File: config.mk
export PLATFORM = sky130hd
export DESIGN_NAME = mips_mem_arbiter_flat
export DESIGN_NICKNAME = d
export VERILOG_FILES = /design/src/rtl/mips_mem_arbiter_if.sv /design/src/rtl/mips_mem_arbiter.sv /design/src/flat_wrapper.sv
export SDC_FILE = /design/constraint.sdc
export NUM_CORES = 1
export LEC_CHECK = 0
export CAP_MARGIN = 20
export CORE_AREA = 10 10 115 117
export CTS_CLUSTER_SIZE = 20
export DETAILED_ROUTE_END_ITERATION = 12
export DIE_AREA = 0 0 125 127
export RECOVER_POWER = 50
export SYNTH_ARGS = -nofsm -noshare
export SYNTH_HDL_FRONTEND = slang
export SYNTH_SLANG_ARGS = --single-unit
File: constraint.sdc
create_clock -name clk -period 2 [get_ports clk]
set_input_delay 0.4 -clock clk [delete_from_list [all_inputs] [get_ports clk]]
set_output_delay 0.4 -clock clk [all_outputs]
set_load 0.02 [all_outputs]
File: src/rtl/mips_mem_arbiter_if.sv
// Signal bundle between the MIPS memory arbiter, its three requesters and the Avalon slave.
// master: arbiter view (drives the Avalon command). slave: environment view (requesters + memory).
interface mips_mem_arbiter_if;
    // instruction read port
    logic        i_req;
    logic [31:0] i_addr;
    logic [31:0] i_rdata;
    logic        i_ack;
    // data read port
    logic        d_req;
    logic [31:0] d_addr;
    logic [3:0]  d_byteenable;
    logic [31:0] d_rdata;
    logic        d_ack;
    // write buffer drain port
    logic        wb_write;
    logic [31:0] wb_addr;
    logic [31:0] wb_wdata;
    logic [3:0]  wb_byteenable;
    logic        wb_empty;
    logic        wb_full;
    logic        wb_waitrequest;
    // Avalon-MM master
    logic [31:0] avm_address;
    logic        avm_read;
    logic        avm_write;
    logic [31:0] avm_writedata;
    logic [3:0]  avm_byteenable;
    logic [31:0] avm_readdata;
    logic        avm_waitrequest;

    modport master (
        input  i_req, i_addr,
        output i_rdata, i_ack,
        input  d_req, d_addr, d_byteenable,
        output d_rdata, d_ack,
        input  wb_write, wb_addr, wb_wdata, wb_byteenable, wb_empty, wb_full,
        output wb_waitrequest,
        output avm_address, avm_read, avm_write, avm_writedata, avm_byteenable,
        input  avm_readdata, avm_waitrequest
    );

    modport slave (
        output i_req, i_addr,
        input  i_rdata, i_ack,
        output d_req, d_addr, d_byteenable,
        input  d_rdata, d_ack,
        output wb_write, wb_addr, wb_wdata, wb_byteenable, wb_empty, wb_full,
        input  wb_waitrequest,
        input  avm_address, avm_read, avm_write, avm_writedata, avm_byteenable,
        output avm_readdata, avm_waitrequest
    );
endinterface

File: src/rtl/mips_mem_arbiter.sv
// Arbitrates instruction fetch, data reads and write-buffer drain onto one Avalon master.
// Optional macro MIPS_ARB_RR_EN: round-robin between data and instruction reads on a tie.
module mips_mem_arbiter (
    input  logic               clk,
    input  logic               rst,
    mips_mem_arbiter_if.master bus,
    output logic [1:0]         grant_state
);

    // Handshake: a requester raises req (or wb_write) and holds req/addr/data stable until
    // its ack (wb_waitrequest low); a grant is made only from IDLE, the Avalon command is
    // issued the following cycle and completes in the first cycle with avm_waitrequest low,
    // when ack and read data are returned combinationally. The arbiter then revisits IDLE.
    typedef enum logic [1:0] {
        IDLE   = 2'd0,
        GNT_WB = 2'd1,
        GNT_D  = 2'd2,
        GNT_I  = 2'd3
    } state_t;

    state_t state_q;
    state_t state_d;

    logic wb_urgent;
    logic d_eligible;
    logic i_eligible;
    logic d_wins_tie;
    logic bus_cmd;
    logic xfer_done;

    // A data read may only pass once the write buffer is empty (read-after-write order).
    assign wb_urgent  = bus.wb_write & bus.wb_full;
    assign d_eligible = bus.d_req & bus.wb_empty;
    assign i_eligible = bus.i_req;

`ifdef MIPS_ARB_RR_EN
    logic favour_i_q;

    // Set after a data read completes, cleared after an instruction read completes.
    always_ff @(posedge clk) begin
        if (rst) begin
            favour_i_q <= 1'b0;
        end else if (xfer_done && (state_q == GNT_D)) begin
            favour_i_q <= 1'b1;
        end else if (xfer_done && (state_q == GNT_I)) begin
            favour_i_q <= 1'b0;
        end
    end

    assign d_wins_tie = ~favour_i_q;
`else
    assign d_wins_tie = 1'b1;
`endif

    always_ff @(posedge clk) begin
        if (rst) begin
            state_q <= IDLE;
        end else begin
            state_q <= state_d;
        end
    end

    always_comb begin
        state_d = state_q;
        unique case (state_q)
            IDLE: begin
                if (wb_urgent) begin
                    state_d = GNT_WB;
                end else if (d_eligible && i_eligible) begin
                    state_d = d_wins_tie ? GNT_D : GNT_I;
                end else if (d_eligible) begin
                    state_d = GNT_D;
                end else if (i_eligible) begin
                    state_d = GNT_I;
                end else if (bus.wb_write) begin
                    state_d = GNT_WB;
                end
            end
            GNT_WB: begin
                // The buffer may run dry while granted; give the bus back without writing.
                if (!bus.wb_write || xfer_done) begin
                    state_d = IDLE;
                end
            end
            GNT_D, GNT_I: begin
                if (xfer_done) begin
                    state_d = IDLE;
                end
            end
            default: state_d = IDLE;
        endcase
    end

    // Avalon command is steered straight from the granted port.
    always_comb begin
        bus.avm_address    = 32'h0;
        bus.avm_read       = 1'b0;
        bus.avm_write      = 1'b0;
        bus.avm_writedata  = 32'h0;
        bus.avm_byteenable = 4'h0;
        unique case (state_q)
            GNT_WB: begin
                bus.avm_address    = bus.wb_addr;
                bus.avm_write      = bus.wb_write;
                bus.avm_writedata  = bus.wb_wdata;
                bus.avm_byteenable = bus.wb_byteenable;
            end
            GNT_D: begin
                bus.avm_address    = bus.d_addr;
                bus.avm_read       = 1'b1;
                bus.avm_byteenable = bus.d_byteenable;
            end
            GNT_I: begin
                bus.avm_address    = bus.i_addr;
                bus.avm_read       = 1'b1;
                bus.avm_byteenable = 4'hF;
            end
            default: begin
            end
        endcase
    end

    // A transaction interrupted by reset is abandoned, so no completion is reported then.
    assign bus_cmd   = bus.avm_read | bus.avm_write;
    assign xfer_done = bus_cmd & ~bus.avm_waitrequest & ~rst;

    always_comb begin
        bus.i_ack          = 1'b0;
        bus.i_rdata        = 32'h0;
        bus.d_ack          = 1'b0;
        bus.d_rdata        = 32'h0;
        bus.wb_waitrequest = 1'b1;
        if (xfer_done) begin
            unique case (state_q)
                GNT_I: begin
                    bus.i_ack   = 1'b1;
                    bus.i_rdata = bus.avm_readdata;
                end
                GNT_D: begin
                    bus.d_ack   = 1'b1;
                    bus.d_rdata = bus.avm_readdata;
                end
                GNT_WB: begin
                    bus.wb_waitrequest = 1'b0;
                end
                default: begin
                end
            endcase
        end
    end

    assign grant_state = state_q;

endmodule

File: src/flat_wrapper.sv
// flat-port wrapper written by rule: the top's interface ports become plain ports
module mips_mem_arbiter_flat 
  (clk, rst, grant_state, bus_i_req, bus_i_addr, bus_i_rdata, bus_i_ack, bus_d_req, bus_d_addr, bus_d_byteenable, bus_d_rdata, bus_d_ack, bus_wb_write, bus_wb_addr, bus_wb_wdata, bus_wb_byteenable, bus_wb_empty, bus_wb_full, bus_wb_waitrequest, bus_avm_address, bus_avm_read, bus_avm_write, bus_avm_writedata, bus_avm_byteenable, bus_avm_readdata, bus_avm_waitrequest);
  mips_mem_arbiter_if bus_i ();
  input  logic clk;
  input  logic rst;
  output logic [1:0] grant_state;
  input wire logic [$bits(bus_i.i_req)-1:0] bus_i_req;
  input wire logic [$bits(bus_i.i_addr)-1:0] bus_i_addr;
  output wire logic [$bits(bus_i.i_rdata)-1:0] bus_i_rdata;
  output wire logic [$bits(bus_i.i_ack)-1:0] bus_i_ack;
  input wire logic [$bits(bus_i.d_req)-1:0] bus_d_req;
  input wire logic [$bits(bus_i.d_addr)-1:0] bus_d_addr;
  input wire logic [$bits(bus_i.d_byteenable)-1:0] bus_d_byteenable;
  output wire logic [$bits(bus_i.d_rdata)-1:0] bus_d_rdata;
  output wire logic [$bits(bus_i.d_ack)-1:0] bus_d_ack;
  input wire logic [$bits(bus_i.wb_write)-1:0] bus_wb_write;
  input wire logic [$bits(bus_i.wb_addr)-1:0] bus_wb_addr;
  input wire logic [$bits(bus_i.wb_wdata)-1:0] bus_wb_wdata;
  input wire logic [$bits(bus_i.wb_byteenable)-1:0] bus_wb_byteenable;
  input wire logic [$bits(bus_i.wb_empty)-1:0] bus_wb_empty;
  input wire logic [$bits(bus_i.wb_full)-1:0] bus_wb_full;
  output wire logic [$bits(bus_i.wb_waitrequest)-1:0] bus_wb_waitrequest;
  output wire logic [$bits(bus_i.avm_address)-1:0] bus_avm_address;
  output wire logic [$bits(bus_i.avm_read)-1:0] bus_avm_read;
  output wire logic [$bits(bus_i.avm_write)-1:0] bus_avm_write;
  output wire logic [$bits(bus_i.avm_writedata)-1:0] bus_avm_writedata;
  output wire logic [$bits(bus_i.avm_byteenable)-1:0] bus_avm_byteenable;
  input wire logic [$bits(bus_i.avm_readdata)-1:0] bus_avm_readdata;
  input wire logic [$bits(bus_i.avm_waitrequest)-1:0] bus_avm_waitrequest;
  assign bus_i.i_req = bus_i_req;
  assign bus_i.i_addr = bus_i_addr;
  assign bus_i_rdata = bus_i.i_rdata;
  assign bus_i_ack = bus_i.i_ack;
  assign bus_i.d_req = bus_d_req;
  assign bus_i.d_addr = bus_d_addr;
  assign bus_i.d_byteenable = bus_d_byteenable;
  assign bus_d_rdata = bus_i.d_rdata;
  assign bus_d_ack = bus_i.d_ack;
  assign bus_i.wb_write = bus_wb_write;
  assign bus_i.wb_addr = bus_wb_addr;
  assign bus_i.wb_wdata = bus_wb_wdata;
  assign bus_i.wb_byteenable = bus_wb_byteenable;
  assign bus_i.wb_empty = bus_wb_empty;
  assign bus_i.wb_full = bus_wb_full;
  assign bus_wb_waitrequest = bus_i.wb_waitrequest;
  assign bus_avm_address = bus_i.avm_address;
  assign bus_avm_read = bus_i.avm_read;
  assign bus_avm_write = bus_i.avm_write;
  assign bus_avm_writedata = bus_i.avm_writedata;
  assign bus_avm_byteenable = bus_i.avm_byteenable;
  assign bus_i.avm_readdata = bus_avm_readdata;
  assign bus_i.avm_waitrequest = bus_avm_waitrequest;
  mips_mem_arbiter u_core (.clk(clk), .rst(rst), .bus(bus_i), .grant_state(grant_state));
endmodule
== Word-level counts from Yosys, hierarchy flattened ==
Cells that the tools add are included.

* Logic and storage cells: 43
* Bits of input ports: 176
* Bits in registers: 2

* Eq/ne operators: 6
* Multiplexer cells: 23
* Bitwise operators: 7
* Reduce and logical (&&, ||, !) cells: 6

{| class="wikitable"
|+ Operators by type and width
! kind !! count
|-
| 32-bit 2-to-1 mux || 5
|-
| 32-bit case mux with 3 select lines || 1
|-
| 2-bit 2-to-1 mux || 7
|-
| 4-bit case mux with 3 select lines || 1
|-
| 1-bit 2-to-1 mux || 8
|-
| 6-bit by 3-bit inequality test with 1-bit output, second input constant || 1
|-
| 2-bit case mux with 3 select lines || 1
|-
| 1-bit bitwise AND || 4
|-
| 2-bit equality test, second input constant || 2
|-
| 2-bit by 1-bit inequality test with 1-bit output, second input constant || 2
|-
| 3-bit AND reduction || 1
|-
| 2-bit by 1-bit equality test with 1-bit output, second input constant || 1
|-
| 2-bit logical NOT || 1
|-
| 1-bit NOT || 2
|-
| 2-bit OR reduction || 1
|-
| 1-bit logical AND || 1
|-
| 1-bit logical NOT || 1
|-
| 1-bit logical OR || 1
|-
| 1-bit bitwise OR || 1
|}

== Depth between registers and ports, before layout ==
* Depth after elaboration: 9
* Mapped depth: 6
* Mapped depth without buffers: 3

== Least setup slack after synthesis ==
Ideal clock, no wire load.

* Path kind: register to output
* Start: register u_core.state_q[1] (netlist: u_core.grant_state[1])
* End: output port bus_d_rdata[22]
* Cell stages (with the launch flop): 5
* Data required time: 1600 ps
* Slack: 186 ps
* Buffers on the path: 2
* Arrival time: 1414 ps
* Cells stage by stage: dfxtp_1 -> buf_2 -> nor4b_4 -> buf_2 -> and2_1

* Word-level cells in the longest chain between the ends: 7

{| class="wikitable"
|+ RTL lines
! element !! RTL line !! text
|-
| start: declaration || mips_mem_arbiter.sv:21 || <nowiki>state_t state_q;</nowiki>
|-
| start signal: assignment || mips_mem_arbiter.sv:59 || <nowiki>state_q <= state_d;</nowiki>
|-
| 2-bit equality test, on equally long branches || mips_mem_arbiter.sv:101, mips_mem_arbiter.sv:134 ||
|-
| 2-bit OR reduction (no source line) || - ||
|-
| 1-bit 2-to-1 mux || mips_mem_arbiter.sv:101 || <nowiki>unique case (state_q)</nowiki>
|-
| 1-bit bitwise OR || mips_mem_arbiter.sv:124 || <nowiki>assign bus_cmd = bus.avm_read | bus.avm_write;</nowiki>
|-
| 1-bit bitwise AND (2 in series) || mips_mem_arbiter.sv:125 || <nowiki>assign xfer_done = bus_cmd & ~bus.avm_waitrequest & ~rst;</nowiki>
|-
| 32-bit 2-to-1 mux (*) || mips_mem_arbiter.sv:133 || <nowiki>if (xfer_done) begin</nowiki>
|-
| end: declaration || flat_wrapper.sv:15 || <nowiki>output wire logic [$bits(bus_i.d_rdata)-1:0] bus_d_rdata;</nowiki>
|}

Mark *: on every way between the ends. The rest lies on a longest branch, timed or not.

== Worst setup path in the final report ==
* Start: register u_core.state_q[0] (netlist: u_core.grant_state[0])
* End: output port bus_avm_address[29]

* Word-level cells in the longest chain between the ends: 2

{| class="wikitable"
|+ RTL lines
! element !! RTL line !! text
|-
| 2-bit equality test or 2-bit by 1-bit equality test with 1-bit output (tied branches) || mips_mem_arbiter.sv:101 ||
|-
| 32-bit case mux with 3 select lines (*) || mips_mem_arbiter.sv:101 ||
|-
| end: declaration || flat_wrapper.sv:24 || <nowiki>output wire logic [$bits(bus_i.avm_address)-1:0] bus_avm_address;</nowiki>
|}

Marked as above.

==> impl_metrics.tcl <==
set metrics [dict create \
    synth_cells 216 \
    clock_latency_ns 0.22 \
    dieArea_mm2 0.0159 \
    r2r_end "u_core.grant_state[0]" \
    die-width_um 125 \
    finalHoldViolCount 0 \
    finalSetupViolCount 4 \
    vias_per_cell 4.23 \
    leakage_nw 2.28 \
    timing.slew.headroom 0.779 \
    htree_levels 1 \
    clock-skew-final_ns 0.000359 \
    syn_area_mm2 0.00160 \
    r2r-start "u_core.grant_state[1]" \
    drv_cap 0 \
    worst_hold_slack_ns 0.618 \
    drive_gt1_frac 0.381 \
    critPathKind "reg -> out" \
    cp_max_fo 7 \
    area_growth_pct 228 \
    cts_made_buffers 3 \
    routedWlPerCell_um 19.8 \
    gp_congestion 0.844 \
    io_pins 315 \
    crit_arrival_ns 1.63 \
    grt_max_degree 34 \
    ys_seq_elements 2 \
    antenna_found_initial 0 \
    ctsLongestPathBuffers 2 \
    clock-sinks 2 \
    ys_seq_area_frac 0.0250 \
    holdPathEnd "u_core.grant_state[1]" \
    clk_pin_slew_ns 0.03 \
    syn_nets 392 \
    async_flop_share 0 \
    ys_types 23 \
    worst_pin_slew_ns 0.332 \
    final_max_slew_viol_count 0 \
    die_h_um 127 \
    ys.flop_type "dfxtp_1" \
    cts_hold_buf 0 \
    min_path_cells 4 \
    ir_drop_uv 229 \
    num_vias 2881 \
    end_kind "output pin" \
    final_util 0.471 \
    synth_area_per_cell_um2 7.40 \
    core-area_mm2 0.0111 \
    hpwl_um 11200 \
    ff2ff_path_depth 4 \
    route.detailed.drc 0 \
    fmax_mhz 494 \
    grt.total_usage 0.149 \
    period_minus_slack_ns 2.03 \
    cts_tree "yes" \
    wl_um 13500 \
    numPortBuffers 314 \
    place_ws_ns -0.622 \
    overflow 0 \
    synth_warnings 0 \
    violations "negative setup slack" \
    fin_ws_ns -0.0256 \
    initial_core_util 0.144 \
    crit_path_start "u_core.grant_state[0]" \
    power-per-cell-area_mw_per_mm2 383 \
    first_global_vias 3182 \
    final_antenna_net_count 0 \
    grt_pass1_wl_um 19200 \
    hp-class "in -> reg" \
    timing.final.crit_share 1.01 \
    r2r_setup_slack_ns 0.70 \
    drt_iter0_drc 64 \
    required_ns 1.60 \
    status "finished with violations" \
    rsz0062_at_grt "yes" \
    dr.pass1.iters 5 \
    num_rows 39 \
    synth-edff-count 0 \
    fin_nets 716 \
    antennaDiodeCount 0 \
    crit_path_start_kind "flip-flop" \
    cts_root_buf "clkbuf_16" \
    largest_reg_flops 2 \
    min-delay-start "bus_avm_waitrequest" \
]
## timing repair
item / 4_1_cts / 5_1_grt
resized for setup: 465 / 112
gates cloned: 3 / 4
setup buffers: 8 / 3
setup endpoints to repair: 136 / 69
pin swaps: 3 / 4
## cell usage in the layout, fill, tap and decap left out, types with 2 or more instances in the layout
| cell type | n |
|---|---|
| buf_4 | 14 |
| mux2_2 | 29 |
| dlygate4sd3_1 | 2 |
| dlygate4sd2_1 | 6 |
| and2_4 | 18 |
| clkbuf_2 | 21 |
| a21oi_1 | 5 |
| clkdlybuf4s15_2 | 32 |
| mux2_4 | 3 |
| nand2_1 | 2 |
| a22o_1 | 32 |
| buf_12 | 7 |
| and2_1 | 79 |
| clkdlybuf4s50_1 | 172 |
| nor2_1 | 11 |
| buf_2 | 18 |
| buf_6 | 49 |
| clkbuf_16 | 7 |
| clkdlybuf4s15_1 | 15 |
| buf_16 | 2 |
## worst max-delay path, cell delays in order, from the launching register on
cell     delay [ns]
dfxtp_4        0.34
buf_6          0.11
buf_12         0.13
buf_16         0.13
mux2_2         0.33
a22o_1         0.21
buf_4          0.16
## per-layer routing
layer  track usage  up-vias  wire length (um)
li1              -     1399                 -
met5             0        -                 0
met3        0.0629        2              1460
met2         0.290      171              7140
met1         0.146     1309              4820
met4        0.0190        0                44
## through the flow
stage	instance area, um^2	power (mW)	setup TNS (ns)	std cells
2_1_floorplan	1600	0.792	0	216
3_3_place_gp	5020	1.71	-44.86	664
3_5_place_dp	5020	1.72	-45.84	664
4_1_cts	5140	1.96	-2.02	678
5_1_grt	5240	2.12	-0.854	681
6_report	5240	2.01	-0.0385	681
## synth_stat cells, types with 2 or more instances
library cell	number	area, um^2
dfxtp_1	2	40.0
clkbuf_2	2	10.0
nand2_1	2	7.51
buf_2	8	40.0
a22o_1	32	280
clkbuf_1	7	26.3
mux2_2	32	360
a21oi_1	5	25.0
buf_6	4	45.0
nor2_1	12	45.0
and2_1	97	607
buf_1	2	7.51
## layout make-up
cell class / count / area, um^2
fillers: 1099 / 5890
repair buffers: 343 / 3460
multi-input cells: 189 / 1480
well taps: 143 / 179
clock buffers: 3 / 75.1
flip-flops and latches: 2 / 43.8
inverters: 1 / 3.75
## worst max path at each step
stage	slack, ns	to
3_5_place_dp	-0.62	bus_i_rdata[1]
6_report	-0.03	bus_avm_address[29]
4_1_cts	-0.21	bus_d_rdata[24]
3_3_place_gp	-0.61	bus_i_rdata[28]
2_1_floorplan	0.19	bus_d_rdata[22]
5_1_grt	-0.07	bus_avm_address[29]
## power by group
group | internal [mW] | switching [mW] | total (mW)
Combinational | 0.933 | 0.726 | 1.66
Clock | 0.254 | 0.0408 | 0.295
Sequential | 0.0475 | 0.00668 | 0.0542
## logic make-up after synthesis
logic type	share of synthesized area
AND/OR/NAND/NOR	0.439
AO/OA/AOI/OAI	0.223
multiplexers	0.225
buffers and inverters	0.0876
flip-flops	0.0250
Power figures use the tool's default switching activity.
